$ cat src/rtl/serial_adder_ctrl.sv
// serial_adder_ctrl: bit-serial adder sequencer around one full-adder cell.
// Operands are captured on start, added LSB-first one bit per clock through
// a carry flop, and the assembled sum is published with a one-cycle done.
//
// state | meaning
// IDLE  | waiting for start; outputs hold the last result
// RUN   | one operand bit processed per clock, busy high
// DONE  | done pulse; a start seen here begins the next addition at once
module serial_adder_ctrl #(
    parameter int WIDTH = 8,
    parameter int CW    = 6
) (
    input  logic             clk,
    input  logic             rst,
    input  logic             start,
    input  logic [WIDTH-1:0] a,
    input  logic [WIDTH-1:0] b,
    input  logic             cin,
    output logic             busy,
    output logic             done,
    output logic [WIDTH-1:0] sum,
    output logic             cout,
    output logic             ovf
);

    typedef enum logic [1:0] {
        IDLE = 2'd0,
        RUN  = 2'd1,
        DONE = 2'd2
    } state_t;

    state_t           state;
    logic [WIDTH-1:0] a_sh;
    logic [WIDTH-1:0] b_sh;
    logic [WIDTH-1:0] sum_sh;
    logic             carry;
    logic [CW-1:0]    cnt;

    logic             cell_s;
    logic             cell_c;
    logic             last;

    // Full-adder cell and last-bit detect
    always_comb begin
        cell_s = a_sh[0] ^ b_sh[0] ^ carry;
        cell_c = (a_sh[0] & b_sh[0]) | (a_sh[0] & carry) | (b_sh[0] & carry);
        last   = (cnt == CW'(WIDTH - 1));
    end

    // Sequencer, datapath registers and registered outputs
    always_ff @(posedge clk or posedge rst) begin
        if (rst) begin
            state  <= IDLE;
            a_sh   <= '0;
            b_sh   <= '0;
            sum_sh <= '0;
            carry  <= 1'b0;
            cnt    <= '0;
            busy   <= 1'b0;
            done   <= 1'b0;
            sum    <= '0;
            cout   <= 1'b0;
            ovf    <= 1'b0;
        end else begin
            case (state)
                IDLE, DONE: begin
                    done <= 1'b0;
                    if (start) begin
                        a_sh   <= a;
                        b_sh   <= b;
                        carry  <= cin;
                        sum_sh <= '0;
                        cnt    <= '0;
                        busy   <= 1'b1;
                        state  <= RUN;
                    end else begin
                        state  <= IDLE;
                    end
                end
                RUN: begin
                    a_sh   <= a_sh >> 1;
                    b_sh   <= b_sh >> 1;
                    sum_sh <= {cell_s, sum_sh[WIDTH-1:1]};
                    carry  <= cell_c;
                    cnt    <= cnt + 1'b1;
                    if (last) begin
                        // carry still holds the carry into the MSB here
                        sum   <= {cell_s, sum_sh[WIDTH-1:1]};
                        cout  <= cell_c;
                        ovf   <= carry ^ cell_c;
                        busy  <= 1'b0;
                        done  <= 1'b1;
                        state <= DONE;
                    end
                end
                default: begin
                    busy  <= 1'b0;
                    done  <= 1'b0;
                    state <= IDLE;
                end
            endcase
        end
    end

endmodule

$ cat config.mk
export PLATFORM = sky130hd
export DESIGN_NAME = serial_adder_ctrl
export DESIGN_NICKNAME = d
export VERILOG_FILES = /design/src/rtl/serial_adder_ctrl.sv
export SDC_FILE = /design/constraint.sdc
export NUM_CORES = 1
export LEC_CHECK = 0
export BUFFER_PORTS_ARGS = -buffer_cell sky130_fd_sc_hd__buf_2
export CAP_MARGIN = 40
export CORE_ASPECT_RATIO = 1.2
export CORE_MARGIN = 4
export CORE_UTILIZATION = 40
export DETAILED_ROUTE_END_ITERATION = 16
export HOLD_SLACK_MARGIN = 0.12
export MAX_ROUTING_LAYER = met4
export SYNTH_ARGS = -nofsm -noshare
export SYNTH_HDL_FRONTEND = slang
export SYNTH_SLANG_ARGS = --single-unit
$ cat constraint.sdc
create_clock -name clk -period 2.2 [get_ports clk]
set_input_delay 0.11 -clock clk [delete_from_list [all_inputs] [get_ports clk]]
set_output_delay 0.11 -clock clk [all_outputs]
set_load 0.01 [all_outputs]
Yosys cells after proc, flatten, opt, wreduce, memory -nomap -nowiden. Index checks and enable logic that the tools add are counted.

Register bits after elaboration: 45. Input port bits: 20. Output and inout bits: 12. Logic and storage cells: 49.

$add $sub $neg: 1. Equal/unequal tests: 5. Multiplexer cells: 18. Bitwise operators: 8. Reductions and logical operators: 6.

Operators with widths (count): case mux 8 bit (2 select lines) (3); two-way mux 8 bit (3); case mux 6 bit (2 select lines) (1); adder 6 x 1 -> 6 bit (second input constant) (1); equality test 6 x 3 -> 1 bit (second input constant) (1); two-way mux 1 bit (6); two-way mux 6 bit (1); AND reduction 2 bit (3); != test 2 bit (second input constant) (2); case mux 1 bit (2 select lines) (2); case mux 2 bit (2 select lines) (1); bitwise AND 1 bit (3); bitwise XOR 1 bit (3); equality test 2 x 1 -> 1 bit (second input constant) (1); equality test 2 bit (second input constant) (1); zero test 2 bit (1); two-way mux 2 bit (1); OR 1 bit (2); nonzero test 2 bit (1); OR reduction 2 bit (1).

Longest topological paths before layout.
Word-level depth: 4. Gate-level depth with buffers: 5.

Least setup slack after synthesis. Ideal clock, no wire load.

Path kind: flip-flop to flip-flop. Start: reg cnt[3]. End: reg cout. Arrival time: 1.394 ns. Data required time: 2.075 ns. Setup slack: 0.681 ns. Stages on the path, launching flop included: 5. Period minus slack after synthesis: 1.519 ns. Cells stage by stage: dfrtp_1 -> or3_4 -> nor3_4 -> buf_12 -> mux2_4.

Word-level cells in the longest chain between the ends: 2.

Ends and longest elaborated chain: start: declaration (line 37) `logic [CW-1:0] cnt;`; start signal: assignment (line 85) `cnt <= cnt + 1'b1;`; equality test 6 x 3 -> 1 bit (line 47) `last = (cnt == CW'(WIDTH - 1));`; AND reduction 2 bit (no source line); end signal: assignment (line 89) `cout <= cell_c;`; end: declaration (line 22) `output logic cout,`.

Every way passes these cells. A chain may end at the register's enable or synchronous reset.

Worst setup path after layout.
Start: reg cnt[1]. End: reg sum[5].

Word-level cells in the longest chain between the ends: 2.

Ends and longest elaborated chain: equality test 6 x 3 -> 1 bit (line 47); AND reduction 2 bit (no source line); end signal: assignment (line 88) `sum <= {cell_s, sum_sh[WIDTH-1:1]};`; end: declaration (line 21) `output logic [WIDTH-1:0] sum,`.

Every way passes these cells.

==> results.sh <==
export IMPL_status="completed"
export IMPL_synth_async_reset_ratio=1.000
export IMPL_p_sw_mw=1.060
export IMPL_via_per_inst=5.251
export IMPL_clock_fmax_mhz=569.3
export IMPL_synth_edf_count=0
export IMPL_dr_pass1_iters=4
export IMPL_cts_made_buffers=5
export IMPL_p_seq_frac=0.449
export IMPL_wl_per_cell_um=14.75
export IMPL_vias=1360
export IMPL_synthesis_nets=173
export IMPL_cp_start_kind="register"
export IMPL_antenna_found_initial=0
export IMPL_vdd_ir_drop_max_mv=0.5913
export IMPL_post_route_period_util=0.7984
export IMPL_power_mw=2.946
export IMPL_seq_area_mm2=0.001076
export IMPL_maxCapViolCount=0
export IMPL_initial_utilization=0.4262
export IMPL_rsz0062_at_grt="no"
export IMPL_areaGrowthSynthToFinish_pct=25.12
export IMPL_cp_required_ns=2.38
export IMPL_holdBufCountCts=18
export IMPL_maxSlewViolCount=0
export IMPL_crit_type="reg -> reg"
export IMPL_route_detailed_drc=0
export IMPL_drt_iter0_drc=83
export IMPL_grt_pass1_vias=1426
export IMPL_cts_sinks=43
export IMPL_reg2reg_from="cnt[1]"
export IMPL_finalWirelength_mm=3.820
export IMPL_skew_ns=0.008642
export IMPL_ys_seq_elements=43
export IMPL_cts_reportedPaths_clkPinSlew_ns=0.08
export IMPL_p_per_area_mw_per_mm2=1267
export IMPL_ctsResizeCount=0
export IMPL_holdWs_ns=0.1192
export IMPL_crit_arrival_ns=1.94
export IMPL_rows=26
export IMPL_synth_top_area_share=0.5791
export IMPL_grt_usage=0.1525
export IMPL_hold_viol_final=0
export IMPL_post_cts_buffers=0
export IMPL_overflow=0
export IMPL_synth_top_cell_by_area="dfrtp_1"
export IMPL_synth_avg_cell_area_um2=12.30
export IMPL_clk_latency_ns=0.30
export IMPL_p_int_mw=1.886
export IMPL_grt_pass1_wl_mm=6.561
export IMPL_synth_most_common_cell="dfrtp_1"
export IMPL_p_clk_frac=0.163
export IMPL_crit_start="cnt[1]"
export IMPL_fin_setup_tns_ns=0
export IMPL_yosysWarnings=0
export IMPL_slew_headroom=0.5130
export IMPL_min_from="start"
export IMPL_die_y_um=82.66
export IMPL_io_pins=32
export IMPL_grt_max_degree=44
export IMPL_fin_crit_ns=1.757
export IMPL_core_mm2=0.004359
export IMPL_fillers=391
export IMPL_port_buffers=31
export IMPL_syn_area_mm2=0.001858
export IMPL_worst_pin_slew_ns=0.7305
export IMPL_nets=224
export IMPL_multi_input_area_um2=709.4
export IMPL_path_max_fanout=7
export IMPL_synthCells=151
export IMPL_antenna_cells=0
export IMPL_cts_root_buf="clkbuf_8"
export IMPL_gp_congestion=0.7727
export IMPL_leakagePower_nw=1.164
export IMPL_clockBufferDepth=2
export IMPL_die_x_um=70.22
export IMPL_setup_violations=0
export IMPL_pwr_share_comb=0.388
export IMPL_dp_hpwl_mm=2.433
export IMPL_swShare=0.3598
export IMPL_synthDistinctLibCells=26
export IMPL_hp_class="in -> reg"
export IMPL_die_area_mm2=0.005804
export IMPL_drive_gt1_frac=0.2808
export IMPL_synthTopCellsByArea="dfrtp_1, mux2_4, a22oi_1"
export IMPL_ant_nets=0
export IMPL_ys_flop_type="dfrtp_1"
export IMPL_ys_top_cells_by_count="dfrtp_1, nand2_1, nand3_1"
export IMPL_htree_levels=2
export IMPL_cts_tree="yes"
export IMPL_cp_end_kind="register"
export IMPL_seq_area_frac_synth=0.5791
-- cells in the final DEF (no fill, tap or decap) --
| master | netlist | routed |
|---|---|---|
| a22o_1 | 12 | 12 |
| a22oi_1 | 15 | 15 |
| and4_2 | 1 | 1 |
| buf_2 | 8 | 31 |
| buf_4 | 0 | 6 |
| clkbuf_1 | 1 | 2 |
| clkbuf_8 | 0 | 5 |
| clkinv_2 | 0 | 1 |
| dfrtp_1 | 43 | 43 |
| dlygate4sd3_1 | 0 | 18 |
| fa_1 | 1 | 1 |
| ha_1 | 1 | 1 |
| inv_1 | 2 | 2 |
| mux2_2 | 1 | 1 |
| mux2_4 | 9 | 9 |
| mux2i_1 | 3 | 3 |
| nand2_1 | 18 | 18 |
| nand2b_1 | 2 | 2 |
| nand3_1 | 18 | 18 |
| nand4_1 | 1 | 1 |
| nor2_1 | 3 | 3 |
| nor2b_1 | 3 | 2 |
| nor2b_2 | 0 | 1 |
| nor3_4 | 1 | 1 |
| o21ai_0 | 2 | 2 |
| o32ai_1 | 1 | 1 |
| or3_4 | 1 | 1 |
| xnor2_1 | 1 | 1 |
| xor2_1 | 1 | 1 |
-- state kept, by name, indices dropped and copies added (netlist names) --
register	count
state	2
cout	1
busy	1
sum	8
cnt	6
carry	1
ovf	1
a_sh	8
b_sh	8
sum_sh	7
-- final cells by class --
class | count | share of cell area
timing repair buffer | 55 | 0.1636
multi-input combinational | 95 | 0.3052
inverter | 2 | 0.003229
sequential | 43 | 0.4629
tap | 56 | 0.03014
clock buffer | 7 | 0.03283
clock inverter | 1 | 0.002153
-- metrics by stage --
stage / cell area [um^2] / std cells / utilization / setup WS, ns
finish: 2325 / 259 / 0.5333 / 0.4434
global route: 2325 / 259 / 0.5333 / 0.3297
CTS: 2325 / 259 / 0.5333 / 0.4330
detailed placement: 2063 / 233 / 0.4733 / 0.4396
global placement: 2056 / 232 / 0.4716 / 0.4827
floorplan: 1858 / 151 / - / 0.6807
-- routing by layer --
metal	global-route usage	wire length [um]	up-vias
met5	-	0	-
met4	0.09195	89	0
met3	0.03148	215	11
met2	0.2524	1886	37
met1	0.1726	1629	674
li1	-	-	638
-- cell families after synthesis --
kind of cell / Yosys count / synth area share
buf+inv: 13 / 0.04040
mux: 13 / 0.09495
compound gates: 30 / 0.1273
simple gates: 48 / 0.1313
flops: 43 / 0.5791
fa+ha+maj: 2 / 0.01751
xor+xnor: 2 / 0.009429
-- critical path, cell delays in order, from the launching register on --
cell	delay, ns
dfrtp_1	0.41
ha_1	0.23
nand2_1	0.12
nor3_4	0.33
buf_4	0.25
mux2_4	0.31
-- power groups by stage --
stage / registers (mW) / logic (mW) / clock network (mW)
2_1_floorplan: 1.32 / 0.830 / 0
3_3_place_gp: 1.32 / 1.07 / 0
3_5_place_dp: 1.34 / 1.13 / 0
4_1_cts: 1.33 / 1.16 / 0.499
5_1_grt: 1.37 / 1.28 / 0.531
6_report: 1.32 / 1.14 / 0.480
-- final timing paths --
kind,end,slack (ns),cells past startpoint
max,sum[5],0.44,5
min in group asynchronous,cout,0.47,4
min,busy,0.12,3
max in group asynchronous,a_sh[3],1.34,4
max reg2reg,sum[5],0.44,5
min reg2reg,cnt[5],0.49,1
Note: power is estimated with default switching activity, not from simulation.
